## config.mk

```make
export PLATFORM = sky130hd
export DESIGN_NAME = servo_pwm_driver
export DESIGN_NICKNAME = d
export VERILOG_FILES = /design/src/rtl/servo_pkg.sv /design/src/rtl/servo_frame_timer.sv /design/src/rtl/servo_pwm_driver.sv
export SDC_FILE = /design/constraint.sdc
export NUM_CORES = 1
export LEC_CHECK = 0
export ABC_AREA = 1
export CORE_AREA = 4 4 128 130
export CTS_CLUSTER_SIZE = 30
export DETAILED_ROUTE_END_ITERATION = 12
export DIE_AREA = 0 0 132 134
export GPL_TIMING_DRIVEN = 0
export HOLD_SLACK_MARGIN = 0.1
export PLACE_DENSITY_LB_ADDON = 0.3
export SLEW_MARGIN = 20
export SYNTH_ARGS = -nofsm -noshare
export SYNTH_HDL_FRONTEND = slang
export SYNTH_HIERARCHICAL = 1
export SYNTH_SLANG_ARGS = --single-unit
```

## constraint.sdc

```tcl
create_clock -name clk -period 8.71 [get_ports clk]
set_input_delay 2.1775 -clock clk [delete_from_list [all_inputs] [get_ports clk]]
set_output_delay 2.1775 -clock clk [all_outputs]
set_load 0.01 [all_outputs]
```

## src/rtl/servo_pkg.sv

```systemverilog
// Shared servo constants and helpers, also used by the PID controller's
// output mapping so both ends agree on the angle range.
package servo_pkg;

  localparam int unsigned MAX_DEG    = 120;
  localparam int unsigned CENTER_DEG = 60;

  typedef enum logic {
    ST_IDLE = 1'b0,
    ST_RUN  = 1'b1
  } servo_state_e;

  // 32-bit arithmetic keeps the full product; callers narrow to their counter width.
  function automatic int unsigned deg_to_cycles(input logic [7:0]  deg,
                                                input int unsigned pulse_min,
                                                input int unsigned cyc_per_deg);
    return pulse_min + 32'(deg) * cyc_per_deg;
  endfunction

endpackage

```

## src/rtl/servo_frame_timer.sv

```systemverilog
// Free-running PWM frame counter; flags the last cycle of each frame and
// produces a registered frame_start on the first cycle of the next one.
module servo_frame_timer
  import servo_pkg::*;
#(
  parameter int unsigned FRAME_CYCLES = 2000000,
  parameter int unsigned CW           = $clog2(FRAME_CYCLES)
) (
  input  logic          clk,
  input  logic          rst,
  output logic          boundary,
  output logic [CW-1:0] cnt_next,
  output logic          frame_start
);

  logic [CW-1:0] cnt_q, cnt_d;
  logic          frame_start_q, frame_start_d;

  always_comb begin
    boundary      = (cnt_q == CW'(FRAME_CYCLES - 1));
    cnt_d         = boundary ? '0 : cnt_q + 1'b1;
    frame_start_d = boundary;
    cnt_next      = cnt_d;
  end

  always_ff @(posedge clk or posedge rst) begin
    if (rst) begin
      cnt_q         <= '0;
      frame_start_q <= 1'b0;
    end else begin
      cnt_q         <= cnt_d;
      frame_start_q <= frame_start_d;
    end
  end

  assign frame_start = frame_start_q;

endmodule

```

## src/rtl/servo_pwm_driver.sv

```systemverilog
// Hobby-servo PWM driver: one-entry pending angle slot, updates applied only
// at frame boundaries with per-frame slew limiting.
module servo_pwm_driver
  import servo_pkg::*;
#(
  parameter int unsigned FRAME_CYCLES  = 2000000,
  parameter int unsigned PULSE_MIN_CYC = 50000,
  parameter int unsigned CYC_PER_DEG   = 1111,
  parameter int unsigned MAX_DEG       = servo_pkg::MAX_DEG,
  parameter int unsigned SLEW_DEG      = 4
) (
  input  logic       clk,
  input  logic       rst,
  input  logic [7:0] angle_in,
  input  logic       angle_valid,
  output logic       angle_ready,
  output logic       pwm_out,
  output logic       frame_start,
  output logic [7:0] cur_angle,
  output logic       clamped,
  output logic       running
);

  localparam int unsigned CW       = $clog2(FRAME_CYCLES);
  localparam logic [7:0]  MAX_B    = 8'(MAX_DEG);
  localparam logic [7:0]  SLEW_B   = 8'(SLEW_DEG);
  localparam logic [7:0]  CENTER_B = 8'(CENTER_DEG);

  if (PULSE_MIN_CYC + MAX_DEG * CYC_PER_DEG >= FRAME_CYCLES) begin : g_param_check
    $error("servo_pwm_driver: longest pulse does not fit inside one frame");
  end

  servo_state_e  state_q, state_d;
  logic [7:0]    pend_q, pend_d;
  logic          pend_full_q, pend_full_d;
  logic [7:0]    cur_q, cur_d;
  logic [7:0]    target_q, target_d;
  logic [CW-1:0] pulse_len_q, pulse_len_d;
  logic          clamped_q, clamped_d;
  logic          pwm_q, pwm_d;

  logic          boundary;
  logic [CW-1:0] cnt_next;
  logic [7:0]    nt, diff, step;

  servo_frame_timer #(
    .FRAME_CYCLES (FRAME_CYCLES),
    .CW           (CW)
  ) u_timer (
    .clk         (clk),
    .rst         (rst),
    .boundary    (boundary),
    .cnt_next    (cnt_next),
    .frame_start (frame_start)
  );

  always_comb begin
    state_d     = state_q;
    pend_d      = pend_q;
    pend_full_d = pend_full_q;
    cur_d       = cur_q;
    target_d    = target_q;
    pulse_len_d = pulse_len_q;
    clamped_d   = clamped_q;
    nt          = target_q;
    diff        = '0;
    step        = '0;

    if (angle_valid && !pend_full_q) begin
      pend_d      = (angle_in > MAX_B) ? MAX_B : angle_in;
      pend_full_d = 1'b1;
      if (angle_in > MAX_B) clamped_d = 1'b1;
    end

    // A transfer on the boundary cycle only fills the slot; it is applied next frame.
    if (boundary) begin
      if (state_q == ST_IDLE) begin
        if (pend_full_q) begin
          state_d     = ST_RUN;
          target_d    = pend_q;
          cur_d       = pend_q;
          pend_full_d = 1'b0;
        end
      end else begin
        if (pend_full_q) begin
          nt          = pend_q;
          target_d    = pend_q;
          pend_full_d = 1'b0;
        end
        diff = (nt >= cur_q) ? nt - cur_q : cur_q - nt;
        step = (SLEW_DEG == 0 || diff <= SLEW_B) ? diff : SLEW_B;
        cur_d = (nt >= cur_q) ? cur_q + step : cur_q - step;
      end
      pulse_len_d = CW'(deg_to_cycles(cur_d, PULSE_MIN_CYC, CYC_PER_DEG));
    end

    pwm_d = (state_d == ST_RUN) && (cnt_next < pulse_len_d);
  end

  always_ff @(posedge clk or posedge rst) begin
    if (rst) begin
      state_q     <= ST_IDLE;
      pend_q      <= '0;
      pend_full_q <= 1'b0;
      cur_q       <= CENTER_B;
      target_q    <= CENTER_B;
      pulse_len_q <= '0;
      clamped_q   <= 1'b0;
      pwm_q       <= 1'b0;
    end else begin
      state_q     <= state_d;
      pend_q      <= pend_d;
      pend_full_q <= pend_full_d;
      cur_q       <= cur_d;
      target_q    <= target_d;
      pulse_len_q <= pulse_len_d;
      clamped_q   <= clamped_d;
      pwm_q       <= pwm_d;
    end
  end

  assign angle_ready = ~pend_full_q;
  assign pwm_out     = pwm_q;
  assign cur_angle   = cur_q;
  assign clamped     = clamped_q;
  assign running     = (state_q == ST_RUN);

endmodule

```

==> results of run 1 <==
[Yosys cell counts, types with 5 or more instances]
| master | number |
|---|---|
| a21oi_1 | 37 |
| clkbuf_1 | 10 |
| dfrtp_1 | 63 |
| dfstp_2 | 8 |
| fa_1 | 24 |
| ha_1 | 91 |
| inv_1 | 172 |
| nand2_1 | 228 |
| nand2_2 | 10 |
| nand3_1 | 46 |
| nand3_2 | 6 |
| nand4_1 | 12 |
| nor2_1 | 59 |
| nor3_1 | 6 |
| o21ai_0 | 54 |
| o21ai_1 | 6 |
| or2_2 | 5 |
| xnor2_1 | 11 |
| xor2_1 | 20 |
[path summary, 6_finish.rpt]
kind	endpoint
setup reg to reg	pwm_out$_DFF_PP0_
hold / removal	clamped$_DFFE_PP0P_
min in group asynchronous	pwm_out$_DFF_PP0_
setup / recovery	pwm_out$_DFF_PP0_
hold reg to reg	clamped$_DFFE_PP0P_
max in group asynchronous	u_timer/cnt_q[16]$_DFF_PP0_
[registers in the layout (all words and copies together) (netlist names)]
name                 flops
clamped                  1
cur_angle                8
pend_full_q              1
pend_q                   8
pulse_len_q             21
pwm_out                  1
running                  1
target_q                 8
u_timer/cnt_q           21
u_timer/frame_start      1
[per-stage QoR]
stage | hold slack (ns) | area, sq um | cells | utilization [%]
2_1_floorplan | 0.437 | 6810 | 914 | -
3_3_place_gp | 0.460 | 7280 | 1125 | 48.1
3_5_place_dp | 0.464 | 7300 | 1126 | 48.2
4_1_cts | 0.481 | 8430 | 1192 | 55.7
5_1_grt | 0.500 | 8660 | 1202 | 57.2
6_report | 0.474 | 8660 | 1202 | 57.2
[per-layer routing]
metal  GRT usage [%]  part of all wire [%]  vias to the layer above  wire [um]
li1                -                     -                     3083          -
met1            25.9                    46                     2880       7940
met2            32.5                    48                      141       8300
met3            3.49                   4.1                       37        720
met4            7.12                   2.6                        0        461
met5               0                     0                        -          0
[final cells by class]
cell class	instances	area, sq um
clock buffers	11	233
well taps	188	235
clock inverters	5	106
flip-flops and latches	71	1790
inverters	174	679
plain buffers	18	141
multi-input cells	652	4770
repair buffers	83	711
fillers	1358	6490
[cell families (layout without fill, tap and decap cells)]
group,count (synthesis),after routing,synth area share [%]
compound gates,122,122,10.1
xor+xnor,31,31,4.00
fa+ha+maj,115,115,23.8
buf+inv,192,291,11.2
flops,71,71,26.3
simple gates,383,384,24.5
[what timing repair did]
action / 4_1_cts / 5_1_grt
setup endpoints to repair: 9 / 2
gates cloned: 2 / 0
hold buffers: 0 / 0
pin swaps: 55 / 50
resized for setup: 93 / 43
buffers inserted: 49 / 10
[cells in the final DEF (no fill, tap or decap), types with 23 or more instances in the layout]
cell and n:
nand2_1 201, inv_1 160, ha_1 79, dfrtp_1 63, nor2_1 56, buf_4 55, o21ai_0 43, nand3_1 40
a21oi_1 30, nand2_2 29, clkdlybuf4s50_1 23
[critical path, delay by kind of cell (launching register included)]
kind,cells,cell delay [ns]
AOI/OAI and AO/OA,4,0.66
xor gates and xnor gates,2,0.33
and+or+nand+nor,30,3.09
adders and majority gates,10,3.48
buffers and inverters,10,0.70
DFF,1,0.35
[power by group]
part	internal, uW	total, uW	switching, uW
sequential	330	330	0
clock	280	424	143
combinational	5.25	13.7	8.46
==> results_dict.tcl, run 1 <==
set metrics [dict create \
    status "finished with violations" \
    violations "setup timing" \
    wire_per_inst_um 14.5 \
    reg2regPathDepth 56 \
    end_kind "flop" \
    worstPathMaxFanout 6 \
    yosysSeqAreaShare_pct 26.3 \
    rsz0062_at_grt "true" \
    worstSetupPathType "reg2reg" \
    synth-edff-count 0 \
    synth_area_leader_cell "dfrtp_1" \
    max_stage_delay_ns 0.50 \
    die_y_um 134 \
    gp_congestion 0.924 \
    ys_ff_latch 71 \
    synth_top_flop_cell "dfrtp_1" \
    hp-start "clamped$_DFFE_PP0P_" \
    grtUsageTotal_pct 19.6 \
    grt_start_max_net_pins 34 \
    io_pins 24 \
    antenna_found_initial 0 \
    antenna_cells 0 \
    die_w_um 132 \
    first_pass_iters 5 \
    timing.final.crit_share_pct 100 \
    crit_top_cell "nand2_2" \
    yosys-top-cells-area "dfrtp_1, ha_1, nand2_1" \
    clock_skew_ns 0.00945 \
    hold_viol_final 0 \
    rows 45 \
    antenna_left 0 \
    cts_root_buf "clkbuf_16" \
    tns_ns -0.0335 \
    numPortBuffers 23 \
    fin_crit_ns 8.74 \
    drtIter0Drc 397 \
    startpoint "pend_full_q$_DFF_PP0_" \
    drc_errors 0 \
    synth_cells 914 \
    grt_overflow_total 0 \
    dp_slack_ns -1.19 \
    async_flop_share_pct 100 \
    hold_class "reg2reg" \
    hold_path_depth 1 \
    netlist.area_leader.share_pct 23.2 \
    avgSynthCellArea_sq_um 7.43 \
    critPathSlowestCell "fa_1" \
    synth.distinct_cells 42 \
    nets 1135 \
    dp_hpwl_um 12400 \
    numCtsBuffers 9 \
    grt_pass1_vias 6058 \
    syn2layout_area_growth_pct 27.5 \
    num_vias 6141 \
    cts_buffer_depth 2 \
    cap_viol_max_count 0 \
    finalPower_uw 768 \
    postSynthNetCount 1040 \
    syn_area_sq_um 6790 \
    clkLatencyLatePin_ns 0.34 \
    cts_tree "yes" \
    ys_warn_count 6 \
    totalWireLength_um 17400 \
    vdd_drop_max_uv 92.9 \
    maxSlewHeadroom_pct 39.0 \
    powerDensity_nw_per_um2 88.6 \
    r2r_slack_ns -0.03 \
    cp-start-kind "flop" \
    grt_pass1_wl_um 28700 \
    dieArea_sq_um 17700 \
    finalMaxSlewViolations 0 \
    leakage_uw 0.00450 \
    cp.required_ns 8.94 \
    htreeDepth 3 \
    worst_pin_slew_ns 0.905 \
    max_freq_mhz 114 \
    routed_via_density 5.11 \
    setup_ws_ns -0.0335 \
    initial_core_util_pct 44.8 \
    path_clk_slew_ns 0.06 \
    cp.arrival_ns 8.97 \
    setup_violations 1 \
    reg2reg_from "pend_full_q$_DFF_PP0_" \
    drive_gt1_share_pct 21.3 \
    clock-sinks 71 \
    core_area_sq_um 15100 \
]
Power figures use the tool's default switching activity.
==> run 2: changes to the inputs <==
--- a/config.mk
+++ b/config.mk
@@ -7,6 +7,7 @@
 export LEC_CHECK = 0
 export ABC_AREA = 1
 export CORE_AREA = 4 4 128 130
+export CTS_BUF_LIST = sky130_fd_sc_hd__clkbuf_2 sky130_fd_sc_hd__clkbuf_4 sky130_fd_sc_hd__clkbuf_8
 export CTS_CLUSTER_SIZE = 30
 export DETAILED_ROUTE_END_ITERATION = 12
 export DIE_AREA = 0 0 132 134
==> run 2 against run 1 <==
  * The flow still finishes with violations (setup timing)
  * Clock skew rose by 0.0012 ns
  * Fmax rose by 0.27%
  * Sequential power barely moved
  * Via count fell by 1.8%
  * Sequential share of layout area rose by 0.56 points
  * Register-to-register slack improved by 0.02 ns
  * Worst setup slack improved by 0.023 ns
  * Count of clock-buffer cells in the layout did not move
  * Combinational power barely moved
==> results_dict.tcl, run 2 (synthesis gave the netlist of run 1 again) <==
set metrics [dict create \
    cts_tree "yes" \
    final_area_sq_um 8440 \
    internal-power_uw 532 \
    clockPowerShare_pct 48.8 \
    io_pins 24 \
    rsz0062_at_grt "true" \
    num_vias 6032 \
    numCtsBuffers 9 \
    grt_start_max_net_pins 34 \
    worstPathMaxFanout 10 \
    tns_ns -0.0100 \
    clock-sinks 71 \
    drive_gt1_share_pct 19.9 \
    hold_class "reg2reg" \
    end_kind "flop" \
    crit_top_cell "nand2_2" \
    dp_cells 1126 \
    initial_core_util_pct 44.8 \
    fill_cells 1395 \
    cp.arrival_ns 8.97 \
    path_clk_slew_ns 0.08 \
    dpl_cell_area_sq_um 7300 \
    grt_overflow_total 0 \
    fin_cells 1194 \
    die_w_um 132 \
    seq_area_sq_um 1790 \
    htreeDepth 3 \
    seqPwrFrac_pct 49.2 \
    layout_common_cells "nand2_1, inv_1, ha_1, dfrtp_1, nor2_1" \
    switching_share_pct 20.6 \
    cap_viol_max_count 0 \
    first_pass_iters 5 \
    max_stage_delay_ns 0.52 \
    gp_congestion 0.924 \
    worst_pin_slew_ns 0.868 \
    holdBufCountCts 0 \
    die_y_um 134 \
    setup_ws_ns -0.0100 \
    dieArea_sq_um 17700 \
    cts_root_buf "clkbuf_8" \
    max_freq_mhz 115 \
    vdd_drop_max_uv 77.7 \
    grtUsageTotal_pct 19.4 \
    critPathSlowestCell "fa_1" \
    maxSlewHeadroom_pct 42.0 \
    multiInputGateArea_sq_um 4720 \
    timing.final.crit_share_pct 100 \
    status "finished with violations" \
    fin_crit_ns 8.72 \
    antenna_found_initial 0 \
    rows 45 \
    syn2layout_area_growth_pct 24.2 \
    leakage_uw 0.00437 \
    wire_per_inst_um 14.2 \
    drc_errors 0 \
    grt_pass1_vias 5875 \
    antenna_cells 0 \
    combPwrFrac_pct 2.0 \
    cts_buffer_depth 2 \
    dp_hpwl_um 12400 \
    drtIter0Drc 458 \
    layout_commonest_cell "nand2_1" \
    routed_via_density 5.05 \
    powerDensity_nw_per_um2 79.5 \
    cp-start-kind "flop" \
    grt_pass1_wl_um 28300 \
    clock_skew_ns 0.0107 \
    finalMaxSlewViolations 0 \
    cp.required_ns 8.96 \
    setup_violations 1 \
    violations "setup timing" \
    fin_util_pct 55.7 \
    antenna_left 0 \
    clkLatencyLatePin_ns 0.35 \
    worst_hold_slack_ns 0.482 \
    worstSetupPathType "reg2reg" \
    reg_top3 "pulse_len_q x21, u_timer/cnt_q x21" \
    core_area_sq_um 15100 \
    hold_viol_final 0 \
    power_switching_uw 138 \
    nets 1127 \
    totalWireLength_um 16900 \
    numPortBuffers 23 \
]
## run 2: final timing paths
kind,from,end,slack [ns],depth (start not counted)
hold reg to reg,clamped$_DFFE_PP0P_,clamped$_DFFE_PP0P_,0.48,1
hold / removal,clamped$_DFFE_PP0P_,clamped$_DFFE_PP0P_,0.48,1
min in group asynchronous,rst,pwm_out$_DFF_PP0_,2.16,2
setup / recovery,pend_full_q$_DFF_PP0_,pwm_out$_DFF_PP0_,-0.01,51
setup reg to reg,pend_full_q$_DFF_PP0_,pwm_out$_DFF_PP0_,-0.01,51
max in group asynchronous,rst,u_timer/cnt_q[16]$_DFF_PP0_,5.86,2
## run 2: power by group through the flow
stage	logic (uW)	clock network [uW]	registers, uW
detailed placement	14.3	0	336
global placement	13.0	0	336
global route	15.8	349	330
floorplan	5.64	0	336
finish	13.7	327	330
CTS	14.3	336	330
## run 2: routing by layer
layer  vias to the layer above  share of wire (%)  track usage (%)
met3                        21                3.1             3.15
met5                         -                  0                0
met2                       116                 47             31.2
met4                         0                1.8             5.89
met1                      2839                 48             26.9
li1                       3056                  -                -
## run 2: area by class of cell
type	count	share of cell area (%)
multi-input cells	652	55.9
flip-flops and latches	71	21.2
inverters	174	7.99
repair buffers	76	7.92
well taps	188	2.79
clock buffers	11	1.65
plain buffers	17	1.32
clock inverters	5	1.26
## run 2: what timing repair did
action / CTS / global route
endpoints found under the setup margin: 9 / 2
setup buffers: 43 / 12
pin swaps: 53 / 53
cloned: 2 / 0
resized for setup: 84 / 32
## run 2: metrics by stage
step           setup WS, ns  power, uW
2_1_floorplan        0.0321        342
6_report            -0.0100        670
3_3_place_gp          -1.17        349
5_1_grt              -0.377        695
3_5_place_dp          -1.19        350
4_1_cts             -0.0249        679
## run 2: worst max-delay path: cells and delay by family, from the launching register on
family | cells | cell delay [ns]
compound gates | 7 | 1.08
buf+inv | 7 | 0.65
xor+xnor | 3 | 0.51
fa+ha+maj | 9 | 3.29
flops | 1 | 0.46
simple gates | 25 | 2.62
==> run 3: changes to the inputs <==
--- a/config.mk
+++ b/config.mk
@@ -6,11 +6,11 @@
 export NUM_CORES = 1
 export LEC_CHECK = 0
 export ABC_AREA = 1
-export CORE_AREA = 4 4 128 130
+export CORE_AREA = 4 4 117 119
 export CTS_BUF_LIST = sky130_fd_sc_hd__clkbuf_2 sky130_fd_sc_hd__clkbuf_4 sky130_fd_sc_hd__clkbuf_8
 export CTS_CLUSTER_SIZE = 30
 export DETAILED_ROUTE_END_ITERATION = 12
-export DIE_AREA = 0 0 132 134
+export DIE_AREA = 0 0 121 123
 export GPL_TIMING_DRIVEN = 0
 export HOLD_SLACK_MARGIN = 0.1
 export PLACE_DENSITY_LB_ADDON = 0.3
==> run 3 against run 2 <==
  * The flow still finishes with violations (setup timing)
  * Combinational power hardly changed
  * Clock skew is 0.0040 ns higher
  * Register-to-register slack worse by 0.22 ns
  * Worst setup slack worse by 0.22 ns
  * Critical path depth is 3 higher
  * Fmax is 2.4% lower
  * Via count is 3.9% higher
  * Non-clock buffer count is 1 lower
  * Count of clock-buffer cells in the layout is 1 higher
  * Worst hold slack better by 0.0082 ns
  * Flip-flop and latch count stayed put
  * First-iteration DRC count is 35% higher
==> results_dict.tcl, run 3 (synthesis gave the netlist of run 1 again) <==
set metrics [dict create \
    powerDensity_nw_per_um2 78.4 \
    reg2reg_from "pend_full_q$_DFF_PP0_" \
    cp.arrival_ns 9.18 \
    worstPathMaxFanout 6 \
    numCtsBuffers 9 \
    cap_viol_max_count 0 \
    clkLatencyLatePin_ns 0.36 \
    totalWireLength_um 17800 \
    grt_pass1_vias 5915 \
    grt_overflow_total 0 \
    hold_viol_final 0 \
    switching_share_pct 21.2 \
    fill_cells 1004 \
    r2r-end "pwm_out$_DFF_PP0_" \
    cts_buffer_depth 2 \
    fin_util_pct 66.5 \
    hold_path_depth 2 \
    initial_core_util_pct 54.0 \
    gp_congestion 0.924 \
    numPortBuffers 23 \
    clockPowerShare_pct 47.6 \
    seqPwrFrac_pct 50.3 \
    routed_via_density 5.32 \
    die_y_um 123 \
    worstSetupPathType "reg2reg" \
    clock-sinks 71 \
    io_pins 24 \
    htreeDepth 3 \
    power_switching_uw 139 \
    setup_ws_ns -0.227 \
    cp.required_ns 8.95 \
    status "finished with violations" \
    antenna_left 0 \
    startpoint "pend_full_q$_DFF_PP0_" \
    r2r_slack_ns -0.23 \
    rsz0062_at_grt "true" \
    path_clk_slew_ns 0.09 \
    rows 41 \
    dp_slack_ns -1.23 \
    dp_hpwl_um 12200 \
    cts_tree "yes" \
    combPwrFrac_pct 2.1 \
    syn2layout_area_growth_pct 23.1 \
    endpoint "pwm_out$_DFF_PP0_" \
    layout_commonest_cell "nand2_1" \
    drive_gt1_share_pct 20.2 \
    drtIter0Drc 620 \
    cp_top_family "adder cells" \
    clock_skew_ns 0.0147 \
    violations "setup timing" \
    cp-start-kind "flop" \
    grt_pass1_wl_um 28600 \
    leakage_uw 0.00436 \
    first_pass_iters 5 \
    antenna_cells 0 \
    die_w_um 121 \
    fin_crit_ns 8.94 \
    max_freq_mhz 112 \
    grt_start_max_net_pins 35 \
    wire_per_inst_um 15.1 \
    vdd_drop_max_uv 69.2 \
    cts_root_buf "clkbuf_8" \
    max_stage_delay_ns 0.57 \
    holdBufCountCts 0 \
    dieArea_sq_um 14900 \
    reg2regPathDepth 54 \
    cp.depth 54 \
    nets 1126 \
    num_vias 6266 \
    worst-path-buf-inv 12 \
    worst_pin_slew_ns 0.920 \
    reg_top3 "pulse_len_q x21, u_timer/cnt_q x21" \
    setup_violations 2 \
    layout_common_cells "nand2_1, inv_1, ha_1, dfrtp_1, nor2_1" \
    grtUsageTotal_pct 23.8 \
    core_area_sq_um 12600 \
    hold_class "reg2reg" \
    drc_errors 0 \
    end_kind "flop" \
    crit_top_cell "nand2_2" \
    finalMaxSlewViolations 0 \
    worst_hold_slack_ns 0.490 \
    timing.final.crit_share_pct 103 \
    maxSlewHeadroom_pct 38.0 \
    critPathSlowestCell "fa_1" \
    antenna_found_initial 0 \
    internal-power_uw 517 \
]
run 3: worst reg2reg max path: cells and delay by family (launching register included):
family                     cells  cell delay, ns
buffers and inverters         12            1.29
xor gates and xnor gates       3            0.50
DFF                            1            0.40
adders and majority gates      9            3.37
AOI/OAI and AO/OA              9            1.10
and+or+nand+nor               21            2.18
run 3: power groups by stage:
| stage | Combinational (uW) | Sequential (uW) | Clock, uW |
|---|---|---|---|
| 4_1_cts | 14.3 | 330 | 315 |
| 5_1_grt | 15.7 | 330 | 335 |
| 2_1_floorplan | 5.64 | 336 | 0 |
| 3_5_place_dp | 14.2 | 336 | 0 |
| 3_3_place_gp | 13.1 | 336 | 0 |
| 6_report | 13.7 | 330 | 312 |
run 3: per-stage QoR:
step / instances / cell area, sq um / power [uW] / setup TNS [ns]
2_1_floorplan: 914 / 6810 / 342 / 0
3_3_place_gp: 1109 / 7260 / 349 / -2.71
3_5_place_dp: 1110 / 7280 / 350 / -3.69
4_1_cts: 1168 / 8140 / 659 / -0.252
5_1_grt: 1177 / 8360 / 680 / -1.12
6_report: 1177 / 8360 / 656 / -0.450
run 3: cell type report:
type                       instances  area (sq um)  area share (%)
tap                              172           215            2.57
buffer                            17           116            1.39
clock buffer                      12           159            1.90
inverter                         174           679            8.12
sequential                        71          1790            21.4
clock inverter                     4          77.6           0.928
multi-input combinational        652          4690            56.0
timing repair buffer              75           643            7.69
run 3: worst min path at each step:
stage / startpoint / to / slack (ns)
finish: pulse_len_q[20]$_DFF_PP0_ / pulse_len_q[20]$_DFF_PP0_ / 0.49
global route: pulse_len_q[20]$_DFF_PP0_ / pulse_len_q[20]$_DFF_PP0_ / 0.51
CTS: pulse_len_q[20]$_DFF_PP0_ / pulse_len_q[20]$_DFF_PP0_ / 0.48
detailed placement: pulse_len_q[20]$_DFF_PP0_ / pulse_len_q[20]$_DFF_PP0_ / 0.46
global placement: pulse_len_q[20]$_DFF_PP0_ / pulse_len_q[20]$_DFF_PP0_ / 0.46
floorplan: pulse_len_q[20]$_DFF_PP0_ / pulse_len_q[20]$_DFF_PP0_ / 0.44
run 3: timing repair:
action                     CTS  global route
pin swaps                   52            43
cloned                       1             1
resized for setup           73            41
setup buffers               42             9
setup endpoints to repair    9             2
run 3: routing by layer:
metal / GRT usage [%] / routed length, um
met1: 32.7 / 8000
met2: 39.1 / 8630
met5: 0 / 0
met4: 7.29 / 361
met3: 3.34 / 770
